--- config.mk ---
export PLATFORM = sky130hd
export DESIGN_NAME = load_store_unit_flat
export DESIGN_NICKNAME = d
export VERILOG_FILES = /design/src/rtl/load_store_unit_if.sv /design/src/rtl/load_store_unit.sv /design/src/flat_wrapper.sv
export SDC_FILE = /design/constraint.sdc
export NUM_CORES = 1
export LEC_CHECK = 0
export CAP_MARGIN = 30
export CORE_ASPECT_RATIO = 1.4
export CORE_MARGIN = 2
export CORE_UTILIZATION = 35
export DETAILED_ROUTE_END_ITERATION = 10
export PLACE_DENSITY = 0.63
export SLEW_MARGIN = 20
export SYNTH_ARGS = -nofsm -noshare
export SYNTH_HDL_FRONTEND = slang
export SYNTH_SLANG_ARGS = --single-unit
--- constraint.sdc ---
create_clock -name clk -period 5.1 [get_ports clk]
set_input_delay 0.51 -clock clk [delete_from_list [all_inputs] [get_ports clk]]
set_output_delay 0.51 -clock clk [all_outputs]
set_load 0.01 [all_outputs]
--- src/rtl/load_store_unit_if.sv ---
`default_nettype none
// ============================================================================
// Module   : load_store_unit_if
// Purpose  : Bundles the CPU request/response signals and the data-memory
//            bus of the load/store unit into one interface.
// Ports    : none (signals only)
//   CPU side    : req_read, req_write, funct3, addr, wdata  -> unit
//                 busy, done, rdata, fault                   <- unit
//   Memory side : mem_en, mem_we, mem_addr, mem_wdata        <- unit
//                 mem_rdata                                   -> unit
// Modports : master - the environment (CPU datapath plus data memory)
//            slave  - the load/store unit itself
// Revision : 1.0 - initial release
// ============================================================================
interface load_store_unit_if #(
    parameter int MEM_ADDR_W = 6
);
    logic                  req_read;
    logic                  req_write;
    logic [2:0]            funct3;
    logic [31:0]           addr;
    logic [31:0]           wdata;
    logic                  busy;
    logic                  done;
    logic [31:0]           rdata;
    logic                  fault;
    logic                  mem_en;
    logic                  mem_we;
    logic [MEM_ADDR_W-1:0] mem_addr;
    logic [31:0]           mem_wdata;
    logic [31:0]           mem_rdata;

    modport master (
        output req_read, req_write, funct3, addr, wdata, mem_rdata,
        input  busy, done, rdata, fault, mem_en, mem_we, mem_addr, mem_wdata
    );

    modport slave (
        input  req_read, req_write, funct3, addr, wdata, mem_rdata,
        output busy, done, rdata, fault, mem_en, mem_we, mem_addr, mem_wdata
    );
endinterface
`default_nettype wire

--- src/rtl/load_store_unit.sv ---
`default_nettype none
// ============================================================================
// Module   : load_store_unit
// Purpose  : Multi-cycle load/store unit between the CPU datapath and a
//            word-organised data memory without byte enables. Performs
//            LB/LH/LW/LBU/LHU and SB/SH/SW; sub-word stores are done as
//            read-modify-write. Stalls the CPU through busy and reports
//            misaligned or illegal accesses through fault without touching
//            memory.
// Ports    : clk  - clock, rising edge
//            rst  - synchronous active-high reset
//            bus  - load_store_unit_if.slave (CPU request/response and
//                   data-memory bus)
// Revision : 1.0 - initial release
// ============================================================================
module load_store_unit #(
    parameter int MEM_ADDR_W = 6
) (
    input  logic              clk,
    input  logic              rst,
    load_store_unit_if.slave  bus
);

    typedef enum logic [2:0] {
        S_IDLE    = 3'd0,
        S_RD      = 3'd1,
        S_RD_WAIT = 3'd2,
        S_WR      = 3'd3,
        S_DONE    = 3'd4
    } state_t;

    localparam logic [1:0] C_SIZE_HALF = 2'b01;
    localparam logic [1:0] C_SIZE_WORD = 2'b10;

    state_t                state_q,     state_d;
    logic                  done_q,      done_d;
    logic                  fault_q,     fault_d;
    logic [31:0]           rdata_q,     rdata_d;
    logic                  mem_en_q,    mem_en_d;
    logic                  mem_we_q,    mem_we_d;
    logic [MEM_ADDR_W-1:0] mem_addr_q,  mem_addr_d;
    logic [31:0]           mem_wdata_q, mem_wdata_d;

    // Request attributes captured at acceptance
    logic [1:0]            byte_off_q,  byte_off_d;
    logic [2:0]            funct3_q,    funct3_d;
    logic [15:0]           wdata_lo_q,  wdata_lo_d;
    logic                  is_store_q,  is_store_d;

    logic                  w_req;
    logic                  w_legal;
    logic                  w_misaligned;
    logic                  w_fault;
    logic [7:0]            w_byte;
    logic [15:0]           w_half;
    logic [31:0]           w_load_val;
    logic [31:0]           w_merged;

    // ------------------------------------------------------------------
    // Decode of the incoming request (only meaningful in IDLE)
    // ------------------------------------------------------------------
    always_comb begin
        w_req        = bus.req_read | bus.req_write;
        w_legal      = 1'b0;
        w_misaligned = 1'b0;
        // A simultaneous read and write request is handled as a store
        if (bus.req_write) begin
            w_legal = (bus.funct3 == 3'b000) || (bus.funct3 == 3'b001) ||
                      (bus.funct3 == 3'b010);
        end else begin
            w_legal = (bus.funct3 == 3'b000) || (bus.funct3 == 3'b001) ||
                      (bus.funct3 == 3'b010) || (bus.funct3 == 3'b100) ||
                      (bus.funct3 == 3'b101);
        end
        case (bus.funct3[1:0])
            C_SIZE_HALF: w_misaligned = bus.addr[0];
            C_SIZE_WORD: w_misaligned = (bus.addr[1:0] != 2'b00);
            default:     w_misaligned = 1'b0;
        endcase
        w_fault = !w_legal || w_misaligned;
    end

    // ------------------------------------------------------------------
    // Read-data path: load extraction and sub-word store merge
    // ------------------------------------------------------------------
    always_comb begin
        w_byte = bus.mem_rdata[{byte_off_q, 3'b000} +: 8];
        w_half = byte_off_q[1] ? bus.mem_rdata[31:16] : bus.mem_rdata[15:0];

        case (funct3_q)
            3'b000:  w_load_val = {{24{w_byte[7]}}, w_byte};
            3'b001:  w_load_val = {{16{w_half[15]}}, w_half};
            3'b100:  w_load_val = {24'd0, w_byte};
            3'b101:  w_load_val = {16'd0, w_half};
            default: w_load_val = bus.mem_rdata;
        endcase

        // funct3[0] distinguishes SH (1) from SB (0) for sub-word stores
        w_merged = bus.mem_rdata;
        if (funct3_q[0]) begin
            if (byte_off_q[1]) begin
                w_merged[31:16] = wdata_lo_q;
            end else begin
                w_merged[15:0]  = wdata_lo_q;
            end
        end else begin
            w_merged[{byte_off_q, 3'b000} +: 8] = wdata_lo_q[7:0];
        end
    end

    // ------------------------------------------------------------------
    // Next-state and registered-output logic. Outputs are computed from
    // the state being entered so that they are valid for the whole of
    // that state.
    // ------------------------------------------------------------------
    always_comb begin
        state_d     = state_q;
        done_d      = 1'b0;
        fault_d     = 1'b0;
        rdata_d     = rdata_q;
        mem_en_d    = 1'b0;
        mem_we_d    = 1'b0;
        mem_addr_d  = mem_addr_q;
        mem_wdata_d = mem_wdata_q;
        byte_off_d  = byte_off_q;
        funct3_d    = funct3_q;
        wdata_lo_d  = wdata_lo_q;
        is_store_d  = is_store_q;

        case (state_q)
            S_IDLE: begin
                if (w_req) begin
                    byte_off_d = bus.addr[1:0];
                    funct3_d   = bus.funct3;
                    wdata_lo_d = bus.wdata[15:0];
                    is_store_d = bus.req_write;
                    if (w_fault) begin
                        state_d = S_DONE;
                        done_d  = 1'b1;
                        fault_d = 1'b1;
                    end else if (bus.req_write &&
                                 (bus.funct3[1:0] == C_SIZE_WORD)) begin
                        // Full-word store needs no read
                        state_d     = S_WR;
                        mem_en_d    = 1'b1;
                        mem_we_d    = 1'b1;
                        mem_addr_d  = bus.addr[MEM_ADDR_W+1:2];
                        mem_wdata_d = bus.wdata;
                    end else begin
                        // Loads and sub-word stores start with a read
                        state_d    = S_RD;
                        mem_en_d   = 1'b1;
                        mem_addr_d = bus.addr[MEM_ADDR_W+1:2];
                    end
                end
            end
            S_RD: begin
                state_d = S_RD_WAIT;
            end
            S_RD_WAIT: begin
                if (is_store_q) begin
                    state_d     = S_WR;
                    mem_en_d    = 1'b1;
                    mem_we_d    = 1'b1;
                    mem_wdata_d = w_merged;
                end else begin
                    state_d = S_DONE;
                    done_d  = 1'b1;
                    rdata_d = w_load_val;
                end
            end
            S_WR: begin
                state_d = S_DONE;
                done_d  = 1'b1;
            end
            S_DONE: begin
                state_d = S_IDLE;
            end
            default: begin
                state_d = S_IDLE;
            end
        endcase
    end

    always_ff @(posedge clk) begin
        if (rst) begin
            state_q     <= S_IDLE;
            done_q      <= 1'b0;
            fault_q     <= 1'b0;
            rdata_q     <= 32'd0;
            mem_en_q    <= 1'b0;
            mem_we_q    <= 1'b0;
            mem_addr_q  <= '0;
            mem_wdata_q <= 32'd0;
            byte_off_q  <= 2'd0;
            funct3_q    <= 3'd0;
            wdata_lo_q  <= 16'd0;
            is_store_q  <= 1'b0;
        end else begin
            state_q     <= state_d;
            done_q      <= done_d;
            fault_q     <= fault_d;
            rdata_q     <= rdata_d;
            mem_en_q    <= mem_en_d;
            mem_we_q    <= mem_we_d;
            mem_addr_q  <= mem_addr_d;
            mem_wdata_q <= mem_wdata_d;
            byte_off_q  <= byte_off_d;
            funct3_q    <= funct3_d;
            wdata_lo_q  <= wdata_lo_d;
            is_store_q  <= is_store_d;
        end
    end

    // busy rises combinationally with the request so the CPU stalls in the
    // acceptance cycle; it is low in DONE so the CPU advances as DONE ends.
    assign bus.busy = ((state_q == S_IDLE) && w_req && !rst) ||
                      (state_q == S_RD) || (state_q == S_RD_WAIT) ||
                      (state_q == S_WR);

    assign bus.done      = done_q;
    assign bus.fault     = fault_q;
    assign bus.rdata     = rdata_q;
    assign bus.mem_en    = mem_en_q;
    assign bus.mem_we    = mem_we_q;
    assign bus.mem_addr  = mem_addr_q;
    assign bus.mem_wdata = mem_wdata_q;

endmodule
`default_nettype wire
--- src/flat_wrapper.sv ---
// flat-port wrapper written by rule: the top's interface ports become plain ports
module load_store_unit_flat 
#(
    parameter int MEM_ADDR_W = 6
)
  (clk, rst, bus_req_read, bus_req_write, bus_funct3, bus_addr, bus_wdata, bus_mem_rdata, bus_busy, bus_done, bus_rdata, bus_fault, bus_mem_en, bus_mem_we, bus_mem_addr, bus_mem_wdata);
  load_store_unit_if #(.MEM_ADDR_W(MEM_ADDR_W)) bus_i ();
  input  logic clk;
  input  logic rst;
  input wire logic [$bits(bus_i.req_read)-1:0] bus_req_read;
  input wire logic [$bits(bus_i.req_write)-1:0] bus_req_write;
  input wire logic [$bits(bus_i.funct3)-1:0] bus_funct3;
  input wire logic [$bits(bus_i.addr)-1:0] bus_addr;
  input wire logic [$bits(bus_i.wdata)-1:0] bus_wdata;
  input wire logic [$bits(bus_i.mem_rdata)-1:0] bus_mem_rdata;
  output wire logic [$bits(bus_i.busy)-1:0] bus_busy;
  output wire logic [$bits(bus_i.done)-1:0] bus_done;
  output wire logic [$bits(bus_i.rdata)-1:0] bus_rdata;
  output wire logic [$bits(bus_i.fault)-1:0] bus_fault;
  output wire logic [$bits(bus_i.mem_en)-1:0] bus_mem_en;
  output wire logic [$bits(bus_i.mem_we)-1:0] bus_mem_we;
  output wire logic [$bits(bus_i.mem_addr)-1:0] bus_mem_addr;
  output wire logic [$bits(bus_i.mem_wdata)-1:0] bus_mem_wdata;
  assign bus_i.req_read = bus_req_read;
  assign bus_i.req_write = bus_req_write;
  assign bus_i.funct3 = bus_funct3;
  assign bus_i.addr = bus_addr;
  assign bus_i.wdata = bus_wdata;
  assign bus_i.mem_rdata = bus_mem_rdata;
  assign bus_busy = bus_i.busy;
  assign bus_done = bus_i.done;
  assign bus_rdata = bus_i.rdata;
  assign bus_fault = bus_i.fault;
  assign bus_mem_en = bus_i.mem_en;
  assign bus_mem_we = bus_i.mem_we;
  assign bus_mem_addr = bus_i.mem_addr;
  assign bus_mem_wdata = bus_i.mem_wdata;
  load_store_unit #(.MEM_ADDR_W(MEM_ADDR_W)) u_core (.clk(clk), .rst(rst), .bus(bus_i));
endmodule
---- Word level (Yosys, flattened, before mapping) ----
Index checks and enable logic that the tools add are counted.
word-level totals
  ROM bits ................................ 0
  output and inout bits ................... 75
  word-level logic and storage cells ...... 89
  memories ................................ 0
  input bits .............................. 103
  RAM bits ................................ 0
  register bits ........................... 99
  latch bits .............................. 0
operators by class
  multiplexer cells ....................... 30
  divide/modulo/power cells ............... 0
  eq/ne operators ......................... 16
  reductions and logical operators ........ 23
  bitwise operators ....................... 4
  order comparisons ....................... 0
  shift operators ......................... 3
  multiply operators ...................... 0
  add/sub/neg operators ................... 1
operators with widths
  cell                      number
  $mux W32                  5
  $pmux W32 S4              1
  $pmux W32 S2              1
  $mux W16                  3
  $bwmux W32                1
  $shift A8 B7 Y32 const A  1
  $shiftx A32 B6 Y8         1
  $shiftx A8 B7 Y32         1
  $eq A3 B3 Y1 const B      4
  $pmux W3 S4               1
  $mux W1                   10
  $eq A3 B1 Y1 const B      3
  $eq A3 B2 Y1 const B      3
  $logic_not A3 Y1          3
  $mux W3                   3
  $logic_or A1 B1 Y1        8
  $neg A5 Y7                1
  $ne A2 B1 Y1 const B      3
  $pmux W1 S2               3
  $reduce_and A5 Y1         1
  $reduce_and A2 Y1         2
  $reduce_bool A2 Y1        2
  $logic_and A1 B1 Y1       3
  $not A1 Y1                3
  9 further kinds           10

---- Depth between registers and ports, before layout ----
  depth after elaboration ................. 11
  depth in mapped cells ................... 10

---- Worst setup path after synthesis ----
No wires, ideal clock.
  path type ............................... register -> register
  from .................................... register u_core.byte_off_q[1]
  to ...................................... register u_core.mem_wdata_q[7], in the netlist u_core.bus.mem_wdata[7]
  path buffers ............................ 3
  data arrival time ....................... 2.437 ns
  required time ........................... 5.004 ns
  setup time .............................. 0.096 ns
  cell stages (with the launch flop) ...... 10
  setup slack ............................. 2.567 ns
  cells stage by stage .................... dfxtp_1 buf_2 buf_2 inv_1 clkbuf_1 ha_1 nor4b_2 nand3_1 and3_1 o41ai_2
between the ends
  word-level cells in the longest chain between the ends .. 6
ends and longest elaborated chain
  item                                                          line                    source
  start: declaration                                            load_store_unit.sv:45   logic [1:0] byte_off_q, byte_off_d;
  start signal: assignment                                      load_store_unit.sv:208  byte_off_q <= byte_off_d;
  $neg A5 Y7                                                    load_store_unit.sv:107  w_merged[{byte_off_q, 3'b000} +: 8] = wdata_lo_q[7:0];
  $shiftx A8 B7 Y32 / $shift A8 B7 Y32 (equally long branches)  load_store_unit.sv:107
  $bwmux W32                                                    load_store_unit.sv:107
  $mux W32 *                                                    load_store_unit.sv:100  if (funct3_q[0]) begin
  $mux W32 *                                                    load_store_unit.sv:161  if (is_store_q) begin
  $pmux W32 S2 *                                                load_store_unit.sv:130  case (state_q)
  end signal: assignment                                        load_store_unit.sv:207  mem_wdata_q <= mem_wdata_d;
  end: declaration                                              load_store_unit.sv:42   logic [31:0] mem_wdata_q, mem_wdata_d;
Every way passes the cells marked *; elsewhere a longest branch is shown, timed or not. The select of a mux whose other input is x is not followed.
A chain may end at the register's enable or synchronous reset.

---- Worst setup path in the final report ----
  from .................................... input port bus_funct3[0]
  to ...................................... register u_core.mem_wdata_q[10], in the netlist u_core.bus.mem_wdata[10]
between the ends
  word-level cells in the longest chain between the ends .. 10
ends and longest elaborated chain
  item                                                     line                                          source
  start: declaration                                       flat_wrapper.sv:12                            input wire logic [$bits(bus_i.funct3)-1:0] bus_funct3;
  $eq A3 B1 Y1 / $logic_not A3 Y1 (equally long branches)  load_store_unit.sv:68, load_store_unit.sv:71
  $logic_or A1 B1 Y1 (2 in a row)                          load_store_unit.sv:68, load_store_unit.sv:71
  $logic_or A1 B1 Y1 (2 in a row)                          load_store_unit.sv:72                         (bus.funct3 == 3'b010) || (bus.funct3 == 3'b100) ||
  $mux W1                                                  load_store_unit.sv:67                         if (bus.req_write) begin
  $logic_not A1 Y1                                         load_store_unit.sv:80                         w_fault = !w_legal || w_misaligned;
  $logic_or A1 B1 Y1                                       load_store_unit.sv:80
  $ne A2 B2 Y1 (no line)                                   --
  $reduce_and A5 Y1 (no line) *                            --
Every way passes the cells marked *; elsewhere a longest branch is shown, timed or not.

==> results.json <==
{
  "outcome": "complete, no violations",
  "routed_wl_um": 20420,
  "max-slew-margin-rel_pct": 44.51,
  "drt_iter0_markers": 524,
  "io_buffers": 153,
  "hp-start": "u_core.bus.mem_addr[4]",
  "startpoint": "bus_funct3[0]",
  "rr_startpoint": "u_core.state_q[0]",
  "yosys.area_share.simple_pct": 16.43,
  "slowest_stage": "o21ai_2",
  "cp.arrival_ns": 3.09,
  "core_area_um2": 16100,
  "p_per_area_nw_per_um2": 301.1,
  "crit_fanout": 17,
  "slowest_delay_ns": 0.94,
  "htreeDepth": 3,
  "root_buffer": "clkbuf_16",
  "synth_compound_area_share_pct": 34.00,
  "synthCells": 672,
  "synth_top_family_by_area": "compound AO/OA/AOI/OAI gates",
  "synth_xor_area_share_pct": 0,
  "synth_top_cell_by_area": "dfxtp_1",
  "holdBufCountCts": 0,
  "critPathLaunchType": "input port",
  "ios": 178,
  "setup_violations": 0,
  "grt_pass1_wl_um": 31190,
  "ys_seq_elements": 99,
  "synth_area_um2": 5725,
  "grt.total_usage_pct": 22.49,
  "area_delta_synth_final_pct": 33.22,
  "grt_start_max_net_pins": 62,
  "holdPathEnd": "u_core.bus.mem_addr[4]",
  "cap_violations": 0,
  "ys_seq_area_share_pct": 34.62,
  "cts_setup_buffers": 0,
  "worstSetupEndpointType": "flip-flop",
  "max_slew.worst_pin.slew_ns": 0.8323,
  "numCtsBuffers": 9,
  "path_cells": "clkdlybuf4s50_1 -> inv_1 -> ha_1 -> nand4b_1 -> o21ai_2 -> a211oi_1",
  "die_h_um": 155.3,
  "cts_tree": "yes",
  "synth_fp_nets": 783,
  "fin_util_pct": 47.37,
  "drc": 0,
  "worstPathRequired_ns": 5.29,
  "worst-setup-path-type": "input port to flip-flop",
  "initial_core_util_pct": 35.56,
  "die_w_um": 112.1,
  "via_count": 5837,
  "ys_types": 59,
  "p_leak_uw": 0.002663,
  "clk_pin_slew_worst_paths_ns": 0.07,
  "synthTopCellsByArea": "dfxtp_1, a211oi_1, nand2_1, a221o_1, a21oi_1",
  "drtAntennaViolNets": 0,
  "cts.sinks": 99,
  "drtPass1Iterations": 5,
  "rows": 55,
  "synth_top_area_share_pct": 34.62,
  "final.setup.tns_ns": 0,
  "layout_min_cycle_time_ns": 2.898,
  "post_cts_resize_count": 0,
  "r2r_setup_slack_ns": 2.31,
  "ys.warnings.count": 0,
  "hold_viol_final": 0,
  "final_common_cell": "clkdlybuf4s50_1",
  "synth_edf_count": 0,
  "grt.overflow.total": 0,
  "hold_path.class": "flip-flop to flip-flop",
  "layout_common_cells": "clkdlybuf4s50_1, dfxtp_1, nand2_1, a211oi_1, nor2_1",
  "reg2reg_to": "u_core.bus.mem_wdata[10]",
  "clkLatencyLatePin_ns": 0.36,
  "synth.mux.area_fraction_pct": 7.539,
  "dp_hpwl_um": 14630,
  "max_freq_mhz": 345.1,
  "rsz0062_at_grt": "false",
  "vias_per_cell": 5.950,
  "place_congestion": 0.9475,
  "grt_pass1_vias": 5644,
  "slew_viol_final": 0,
  "peakVddDrop_mv": 0.1853,
  "final.setup_skew_ns": 0.01070,
  "die_area_um2": 17410,
  "holdPathStages": 2,
  "reg2reg_depth": 4,
  "drive_above_1_share_pct": 8.440,
  "n_antenna_cell": 0,
  "fin_crit_sh_pct": 56.83,
  "avgRoutedWirePerCell_um": 20.81,
  "async_reset_ff_share_pct": 0,
  "nNetsFinal": 888,
  "synth_ff_type": "dfxtp_1",
  "antenna_found_initial": 0,
  "synth.avg_cell_area_um2": 8.520,
  "clk_path_buf_depth": 2,
  "synth_adder_area_share_pct": 1.748
}
-- flip-flops by register name (all words and copies together), names as in the netlist --
register	flops
u_core.bus.mem_wdata	32
u_core.bus.done	1
u_core.bus.mem_addr	6
u_core.bus.mem_we	1
u_core.is_store_q	1
u_core.bus.rdata	32
u_core.bus.mem_en	1
u_core.byte_off_q	2
u_core.wdata_lo_q	16
u_core.funct3_q	3
u_core.bus.fault	1
u_core.state_q	3
-- critical path, delay by kind of cell --
kind | cells | cell delay, ns
buffers and inverters | 2 | 0.58
and+or+nand+nor | 1 | 0.63
adders and majority gates | 1 | 0.24
AOI/OAI and AO/OA | 2 | 1.11
-- cells in the mapped netlist, types with 4 or more instances --
cell type	n
buf_2	16
o21ai_0	5
o41ai_1	7
a211oi_1	65
o21bai_1	4
a21oi_1	48
a31oi_1	16
and3b_1	8
a22oi_1	19
o41ai_2	8
dfxtp_1	99
a221o_1	30
a211o_1	7
nor2_1	60
o32ai_1	7
mux2_2	15
nor2b_1	4
nand2b_1	6
nand3b_1	5
mux2i_1	24
buf_1	6
clkbuf_1	45
inv_1	7
nand2_1	89
ha_1	8
o2111ai_1	15
-- area by class of cell --
class                   instances  area, µm²
inverters                       7      26.28
well taps                     199      249.0
clock inverters                 4      55.05
clock buffers                  12      266.5
repair buffers                164       1614
flip-flops and latches         99       1984
multi-input cells             496       3432
fillers                      1605       8476
-- through the flow --
step                hold WS (ns)  instances  setup WS, ns  total power (µW)  area [µm²]
CTS                       0.4645        979         2.290              2297        7605
floorplan                 0.4440        672         2.567              1300        5725
finish                    0.4598        981         2.202              2297        7627
global placement          0.4434        962         2.004              1551        7278
global route              0.4882        981         1.989              2395        7627
detailed placement        0.4532        963         1.920              1565        7283
-- worst max path at each step --
| stage | to | slack (ns) | cells after the start |
|---|---|---|---|
| 2_1_floorplan | u_core.bus.mem_wdata[7] | 2.57 | 9 |
| 3_3_place_gp | u_core.bus.mem_wdata[8] | 2.00 | 6 |
| 3_5_place_dp | u_core.bus.mem_wdata[9] | 1.92 | 6 |
| 4_1_cts | u_core.bus.mem_wdata[9] | 2.29 | 6 |
| 5_1_grt | u_core.bus.mem_wdata[8] | 1.99 | 6 |
| 6_report | u_core.bus.mem_wdata[10] | 2.20 | 6 |
-- per-layer routing --
metal | track usage, % | part of all wire [%]
met4 | 9.756 | 3.4
met2 | 38.27 | 49
met3 | 3.701 | 5.8
met1 | 28.00 | 42
met5 | 0 | 0
-- kinds of logic (layout without fill, tap and decap cells) --
group           count (synthesis)  count (layout)
compound gates                251             251
buf+inv                        77             187
fa+ha+maj                       8               8
flops                          99              99
mux                            40              40
simple gates                  197             197
-- where the power goes --
group	switching [µW]	internal, µW
Sequential	78.5	834
Combinational	354	294
Clock	312	425
No activity file was read; power rests on OpenSTA's default activity.
